===== src/rtl/ssd1306_pkg.sv =====
// Shared types and constants for the SSD1306 SPI link.
// Used by the SPI transmitter and its half-period timer.
package ssd1306_pkg;

  typedef enum logic [2:0] {
    S_IDLE,
    S_LOW,
    S_HIGH,
    S_GAP,
    S_CS_HOLD,
    S_CS_IDLE
  } e_spi_tx_state;

  localparam int unsigned SPI_BYTE_BITS = 8;
  localparam int unsigned SCLK_HALF_PERIOD_MAX = 255;

endpackage


===== src/rtl/ssd1306_spi_half_period_timer.sv =====
// Counts clk_in cycles of one SCLK phase.
// Pulses o_expired on the last cycle of each H-cycle phase.
module ssd1306_spi_half_period_timer #(
  parameter int unsigned HALF_PERIOD = 4,
  parameter int unsigned CNT_BITS    = 3
) (
  input  logic clk_in,
  input  logic resetn_in,
  input  logic i_load,
  input  logic i_en,
  output logic o_expired
);

  localparam logic [CNT_BITS-1:0] LP_H = CNT_BITS'(HALF_PERIOD);
  localparam logic [CNT_BITS-1:0] LP_ONE = CNT_BITS'(1);

  logic [CNT_BITS-1:0] r_cnt;

  assign o_expired = i_en && (r_cnt == LP_H);

  // Phase counter: 1..H while enabled, restarts at 1 on load or expiry
  always_ff @(posedge clk_in or negedge resetn_in) begin
    if (!resetn_in) begin
      r_cnt <= '0;
    end else if (i_load || o_expired) begin
      r_cnt <= LP_ONE;
    end else if (i_en) begin
      r_cnt <= r_cnt + LP_ONE;
    end else begin
      r_cnt <= '0;
    end
  end

endmodule


===== src/rtl/ssd1306_spi_tx.sv =====
// SPI mode-0 byte transmitter for the SSD1306 link.
// Frames bursts with CSn, released after a byte flagged last.
module ssd1306_spi_tx
  import ssd1306_pkg::*;
#(
  parameter int unsigned SCLK_HALF_PERIOD = 4
) (
  input  logic       clk_in,
  input  logic       resetn_in,
  input  logic       tx_trigger_in,
  input  logic [7:0] tx_data_in,
  input  logic       tx_last_byte_in,
  output logic       tx_ready_out,
  output logic       spi_sclk_out,
  output logic       spi_mosi_out,
  output logic       spi_csn_out
);

  localparam int unsigned HALF_CNT_BITS =
    $clog2(SCLK_HALF_PERIOD + 1);
  localparam logic [2:0] LP_LAST_BIT =
    3'(SPI_BYTE_BITS - 1);

  generate
    if (SCLK_HALF_PERIOD < 1 ||
        SCLK_HALF_PERIOD > SCLK_HALF_PERIOD_MAX) begin : g_bad_h
      $error("SCLK_HALF_PERIOD must be in 1..255");
    end
  endgenerate

  e_spi_tx_state r_state;
  e_spi_tx_state w_next;

  logic [7:0] r_shift;
  logic [2:0] r_bit;
  logic       r_last;
  logic       r_sclk;
  logic       r_csn;
  logic       r_ready;

  logic w_accept;
  logic w_en;
  logic w_expired;
  logic w_adv;

  assign w_accept = tx_trigger_in && r_ready;

  assign w_en = (r_state == S_LOW)     ||
                (r_state == S_HIGH)    ||
                (r_state == S_CS_HOLD) ||
                (r_state == S_CS_IDLE);

  ssd1306_spi_half_period_timer #(
    .HALF_PERIOD (SCLK_HALF_PERIOD),
    .CNT_BITS    (HALF_CNT_BITS)
  ) u_timer (
    .clk_in    (clk_in),
    .resetn_in (resetn_in),
    .i_load    (w_accept),
    .i_en      (w_en),
    .o_expired (w_expired)
  );

  // Next-state decode; w_adv marks the SCLK falling edge between bits
  always_comb begin
    w_next = r_state;
    w_adv  = 1'b0;
    unique case (r_state)
      S_IDLE, S_GAP: begin
        if (w_accept) w_next = S_LOW;
      end
      S_LOW: begin
        if (w_expired) w_next = S_HIGH;
      end
      S_HIGH: begin
        if (w_expired) begin
          if (r_bit == LP_LAST_BIT) begin
            w_next = r_last ? S_CS_HOLD : S_GAP;
          end else begin
            w_next = S_LOW;
            w_adv  = 1'b1;
          end
        end
      end
      S_CS_HOLD: begin
        if (w_expired) w_next = S_CS_IDLE;
      end
      S_CS_IDLE: begin
        if (w_expired) w_next = S_IDLE;
      end
      default: w_next = S_IDLE;
    endcase
  end

  // State and registered pin levels, all derived from the next state
  always_ff @(posedge clk_in or negedge resetn_in) begin
    if (!resetn_in) begin
      r_state <= S_IDLE;
      r_sclk  <= 1'b0;
      r_csn   <= 1'b1;
      r_ready <= 1'b1;
    end else begin
      r_state <= w_next;
      r_sclk  <= (w_next == S_HIGH);
      r_csn   <= (w_next == S_IDLE) ||
                 (w_next == S_CS_IDLE);
      r_ready <= (w_next == S_IDLE) ||
                 (w_next == S_GAP);
    end
  end

  // Byte datapath: load on accept, shift on each SCLK falling edge
  always_ff @(posedge clk_in or negedge resetn_in) begin
    if (!resetn_in) begin
      r_shift <= '0;
      r_bit   <= '0;
      r_last  <= 1'b0;
    end else if (w_accept) begin
      r_shift <= tx_data_in;
      r_bit   <= '0;
      r_last  <= tx_last_byte_in;
    end else if (w_adv) begin
      r_shift <= {r_shift[6:0], 1'b0};
      r_bit   <= r_bit + 3'd1;
    end
  end

  assign tx_ready_out = r_ready;
  assign spi_sclk_out = r_sclk;
  assign spi_mosi_out = r_shift[7];
  assign spi_csn_out  = r_csn;

endmodule


===== config.mk =====
export PLATFORM = sky130hd
export DESIGN_NAME = ssd1306_spi_tx
export DESIGN_NICKNAME = d
export VERILOG_FILES = /design/src/rtl/ssd1306_pkg.sv /design/src/rtl/ssd1306_spi_half_period_timer.sv /design/src/rtl/ssd1306_spi_tx.sv
export SDC_FILE = /design/constraint.sdc
export NUM_CORES = 1
export LEC_CHECK = 0
export ABC_AREA = 1
export CELL_PAD_IN_SITES_DETAIL_PLACEMENT = 0
export CELL_PAD_IN_SITES_GLOBAL_PLACEMENT = 1
export CORE_AREA = 3 3 58 60
export CTS_CLUSTER_SIZE = 14
export DETAILED_ROUTE_END_ITERATION = 7
export DIE_AREA = 0 0 61 63
export PLACE_DENSITY_LB_ADDON = 0.08
export SYNTH_ARGS = -nofsm -noshare
export SYNTH_HDL_FRONTEND = slang
export SYNTH_SLANG_ARGS = --single-unit
export TNS_END_PERCENT = 5

===== constraint.sdc =====
create_clock -name clk_in -period 2.2 [get_ports clk_in]
set_clock_uncertainty 0.15 [all_clocks]
set_input_delay 0.22 -clock clk_in [delete_from_list [all_inputs] [get_ports clk_in]]
set_output_delay 0.22 -clock clk_in [all_outputs]
set_load 0.01 [all_outputs]

## After elaboration in Yosys (flattened, before gate mapping)

Cells that the tools add are included.

| word-level totals | value |
|---|---|
| flip-flop bits (word level) | 21 |
| output and inout port bits | 4 |
| word-level logic and storage cells | 49 |

| cells by class | value |
|---|---|
| $add $sub $neg | 2 |
| equality and inequality tests | 10 |
| mux-type cells | 17 |
| reduce and logical (&&, ||, !) cells | 12 |

Operator list:

| kind | number |
|---|---|
| 3-bit two-way mux | 11 |
| 8-bit two-way mux | 2 |
| 3-bit == test, second input constant | 5 |
| 3-bit one-hot mux with 5 select lines | 1 |
| 3-bit by 2-bit == test with 1-bit output, second input constant | 4 |
| 3-bit by 1-bit adder with 3-bit output, second input constant | 2 |
| 3-bit zero test | 2 |
| 1-bit logical OR | 6 |
| 3-bit by 1-bit == test with 1-bit output, second input constant | 1 |
| 1-bit two-way mux | 3 |
| 1-bit logical AND | 2 |
| 2-bit nonzero test | 1 |
| 2-bit OR reduction | 1 |

## Logic depth before layout (Yosys ltp)

| logic depth | value |
|---|---|
| depth in word-level cells | 9 |
| depth in mapped cells | 11 |
| mapped depth without buffers | 11 |

## Cells and area by module

From an unflattened synthesis, not the netlist that was laid out.

| unflattened totals | value |
|---|---|
| cells, all modules | 133 |
| area total of the unflattened synthesis | 1096.1 µm² |

Modules (own cells, without submodules):

| module | times used | cells each | area an instance (µm²) |
|---|---|---|---|
| ssd1306_spi_tx | 1 | 111 | 925.9 |
| ssd1306_spi_half_period_timer | 1 | 22 | 170.2 |

## Worst setup path after synthesis

Ideal clock, no wire load.

| timing | value |
|---|---|
| path type | register to register |
| start point | register r_bit[0] |
| end point | register r_sclk, in the netlist spi_sclk_out |
| arrival time | 1.381 ns |
| path slack | 0.549 ns |
| stages on the path, launching flop included | 9 |
| path buffers | 0 |
| clock period less this slack | 1.651 ns |
| cell sequence | dfrtp_1 -> ha_1 -> ha_1 -> inv_1 -> or2_2 -> nand4_1 -> nand2_1 -> nand3_1 -> and3_1 |

| on the way | value |
|---|---|
| cells in the longest elaborated chain, start to end | 5 |

RTL lines:

| item | line | RTL |
|---|---|---|
| from (decl) | ssd1306_spi_tx.sv:35 | `logic [2:0] r_bit;` |
| from (signal assigned) | ssd1306_spi_tx.sv:124 | `r_bit <= r_bit + 3'd1;` |
| 3-bit == test | ssd1306_spi_tx.sv:77 | `if (r_bit == LP_LAST_BIT) begin` |
| 3-bit two-way mux | ssd1306_spi_tx.sv:77 |  |
| 3-bit two-way mux | ssd1306_spi_tx.sv:76 | `if (w_expired) begin` |
| 3-bit one-hot mux with 5 select lines | ssd1306_spi_tx.sv:68 | `unique case (r_state)` |
| named net w_next[1] | ssd1306_spi_tx.sv:32 | `e_spi_tx_state w_next;` |
| 3-bit by 2-bit == test with 1-bit output | ssd1306_spi_tx.sv:104 | `r_sclk <= (w_next == S_HIGH);` |
| to (signal assigned) | ssd1306_spi_tx.sv:104 |  |
| to (decl) | ssd1306_spi_tx.sv:37 | `logic r_sclk;` |

The timed path passes the listed nets, and every way through them passes these cells.
A chain may end at the register's enable or synchronous reset.

## Worst setup path after layout

| timing | value |
|---|---|
| start point | register r_bit[0] |
| end point | register r_csn, in the netlist spi_csn_out |

| on the way | value |
|---|---|
| cells in the longest elaborated chain, start to end | 6 |
| elaborated cells on any way between the ends | 7 |

RTL lines:

| item | line | RTL |
|---|---|---|
| 3-bit == test * | ssd1306_spi_tx.sv:77 |  |
| 3-bit two-way mux * | ssd1306_spi_tx.sv:77 |  |
| 3-bit two-way mux * | ssd1306_spi_tx.sv:76 |  |
| 3-bit one-hot mux with 5 select lines * | ssd1306_spi_tx.sv:68 |  |
| named net w_next[1] | ssd1306_spi_tx.sv:32 |  |
| 3-bit == test / 3-bit zero test (equally long branches) | ssd1306_spi_tx.sv:106, ssd1306_spi_tx.sv:105 |  |
| 1-bit logical OR * | ssd1306_spi_tx.sv:105 | `r_csn <= (w_next == S_IDLE) \|\|` |
| to (signal assigned) | ssd1306_spi_tx.sv:105 |  |
| to (decl) | ssd1306_spi_tx.sv:38 | `logic r_csn;` |

The timed path passes the listed nets; every way through them passes the cells marked *.

==> metrics.txt <==
status=complete, no violations; Starting Density=a little under two fifths; largest net degree at the start of global routing=22; I/O pins=16; min Tclk post-route=1.79 ns; Final #Nets=165; Post-Syn Area=1130 um2; slowest CP cell=dfrtp_1; Critical Path Max Stage Delay=0.43 ns; Total Routing Usage GR=12.5%; Post-Synthesis Cells=about 130; FP Rows=20; setup slack, reg-to-reg=0.41 ns; worst-skew pair later-pin latency=0.30 ns; Slew @ Worst Pin=0.472 ns; MaxCap Viol Count=0; Via Count=871; leakage=0.670 nW; IO buf count=15; fraction of layout cells with a size suffix above 1=19.6%; placed cells=177; CTS Buf Count=3; post-synthesis register bit count=21; Die Wd=61 um; Synth cell types=26; Levels on crit path=10; critical path capture point type=register; RSZ-0062 raised after global routing=false; final worst-path setup slack=roughly 0.41 ns; crit-path leading delay family=simple AND/OR/NAND/NOR gates; top post-synthesis cells by area=dfrtp_1 (42%), nand2_1 (13%), nand3_1 (4.9%); Max VDD drop=0.468 mV; root buffer cell=clkbuf_4; Synth top area share=42.0%; CP arrival=1.88 ns; Finished Layout Cells=181; crit start category=register; fmax=~560 MHz; Final Hold Fails=0; largest area contributor in the netlist=dfrtp_1; vias in the first global route=between 800 and 900; Setup Buffers After CTS=0; per-cell routed wire length=11.3 um; Clock Tree Buf Depth=2; DP Worst Slack=0.309 ns; HP Class=in -> async; DR iter-0 viols=37; CTS tree=done; Detail Route Antenna Nets=0; RePlAce Congestion=0.825; die area=3840 um2; sequential fraction of the synthesis area=46.7%; depth of the most critical reg-to-reg path=10; Total Wirelength=between 2000 and 2500 um; # setup viols final=0; CP Max Fanout=4; Worst-path clk slew=approximately 0.11 ns; Syn Nets=about 150; first-pass GRT wire length=between 3000 and 4000 um; WS Path Type=reg -> reg; Worst Setup SP=r_bit[0]$_DFFE_PN0P_; worst reg2reg path startpoint=r_bit[0]$_DFFE_PN0P_; setup TNS=0 ns; cts hold-fix bufs=0; Critical Path Most Common Cell=nand2_1; antenna cells=0; initial antenna violation count=0; DRC violations left=0; Buf/Inv on CP=1; post-CTS sizing=0; synthesized area per cell=8.77 um2; Worst R2R End=spi_csn_out$_DFF_PN1_; detailed placer's ending HPWL=between 1500 and 2000 um; Die Span Y=~63 um; crit-path cells=ha_1 > ha_1 > inv_1 > or2_2 > nand4_1 > nand2_1 > nand3_1 > nor2_1 > nand2_1 > nand2_1; total gr overflow=0; Slew Viols, Final=0; H-tree depth=1; Area Overhead vs Synth=19.5%; Power Density=1110 nW/um2; Clock Sinks=21; DR pass1 iterations=4; Worst EP required=2.30 ns; area of the core=2980 um2; Vias/cell=~4.8; synth warn=0; Tcrit/Tclk final=81.2%; Rel. slew slack=68.5%
[area by class of cell]
| cell class | instances | area [um2] |
|---|---|---|
| fillers | 310 | 1630 |
| multi-input cells | 91 | 531 |
| flip-flops and latches | 21 | 528 |
| repair buffers | 16 | 158 |
| inverters | 16 | 67.6 |
| well taps | 33 | 41.3 |
| clock buffers | 4 | 26.3 |
[state kept, by name, summed over array words and instances, names as in the netlist]
register / count
spi_csn_out: 1
r_state: 3
r_bit: 3
u_timer.r_cnt: 3
r_last: 1
tx_ready_out: 1
spi_sclk_out: 1
r_shift: 8
[cell usage in the layout, fill, tap and decap left out, drive strengths merged]
cell,instances
xnor2,1
a21oi,3
clkbuf,4
ha,4
and3,1
o31ai,1
nand3,13
dfrtp,19
o21ai,2
inv,16
nor2,8
or2,1
buf,1
nor3,1
clkdlybuf4s50,15
dfstp,2
nand2,50
a31oi,2
nand4,4
[logic make-up (layout without fill, tap and decap cells)]
logic type | count (synthesis) | count (layout) | synth area share, %
XOR/XNOR | 1 | 1 | 0.774
AND/OR/NAND/NOR | 78 | 78 | 37.4
buffers and inverters | 17 | 36 | 6.42
AO/OA/AOI/OAI | 8 | 8 | 4.31
adder cells (fa/ha/maj) | 4 | 4 | 4.42
flip-flops | 21 | 21 | 46.7
[through the flow]
| step | instance area (um2) | power (mW) | hold WS (ns) | util (%) |
|---|---|---|---|---|
| final | 1350 | 1.51 | 0.0991 | 45.4 |
| after global routing | 1350 | 1.66 | 0.106 | 45.4 |
| after CTS | 1350 | 1.54 | 0.0972 | 45.4 |
| after detailed placement | 1330 | 1.34 | 0.315 | 44.5 |
| after global placement | 1330 | 1.33 | 0.315 | 44.5 |
| after floorplan | 1130 | 1.14 | -0.226 | - |
[power breakdown]
group,internal [mW],total [mW],leakage [nW],switching [mW]
clock,0.0706,0.182,0.0150,0.111
combinational,0.265,0.663,0.388,0.399
sequential,0.551,0.661,0.267,0.111
[synthesized netlist by cell type, drive strengths merged]
cell,number
a21oi,3
a31oi,2
and3,1
buf,1
dfrtp,19
dfstp,2
ha,4
inv,16
nand2,50
nand3,13
nand4,4
nor2,8
nor3,1
o21ai,2
o31ai,1
or2,1
xnor2,1
[metal layers]
| layer | global-route usage, % | vias up | share of wire [%] |
|---|---|---|---|
| met3 | 4.13 | 2 | 5.6 |
| li1 | - | 453 | - |
| met4 | 4.61 | 0 | 1.2 |
| met2 | 17.4 | 23 | 44 |
| met1 | 17.7 | 393 | 49 |
| met5 | 0 | - | 0 |
[worst max-delay path by stage]
| stage | endpoint | slack, ns |
|---|---|---|
| global placement | u_timer.r_cnt[2]$_DFF_PN0_ | 0.31 |
| detailed placement | u_timer.r_cnt[2]$_DFF_PN0_ | 0.31 |
| finish | spi_csn_out$_DFF_PN1_ | 0.41 |
| CTS | spi_csn_out$_DFF_PN1_ | 0.39 |
| floorplan | spi_sclk_out$_DFF_PN0_ | 0.55 |
| global route | spi_csn_out$_DFF_PN1_ | 0.25 |
No activity file was read; power rests on OpenSTA's default activity.
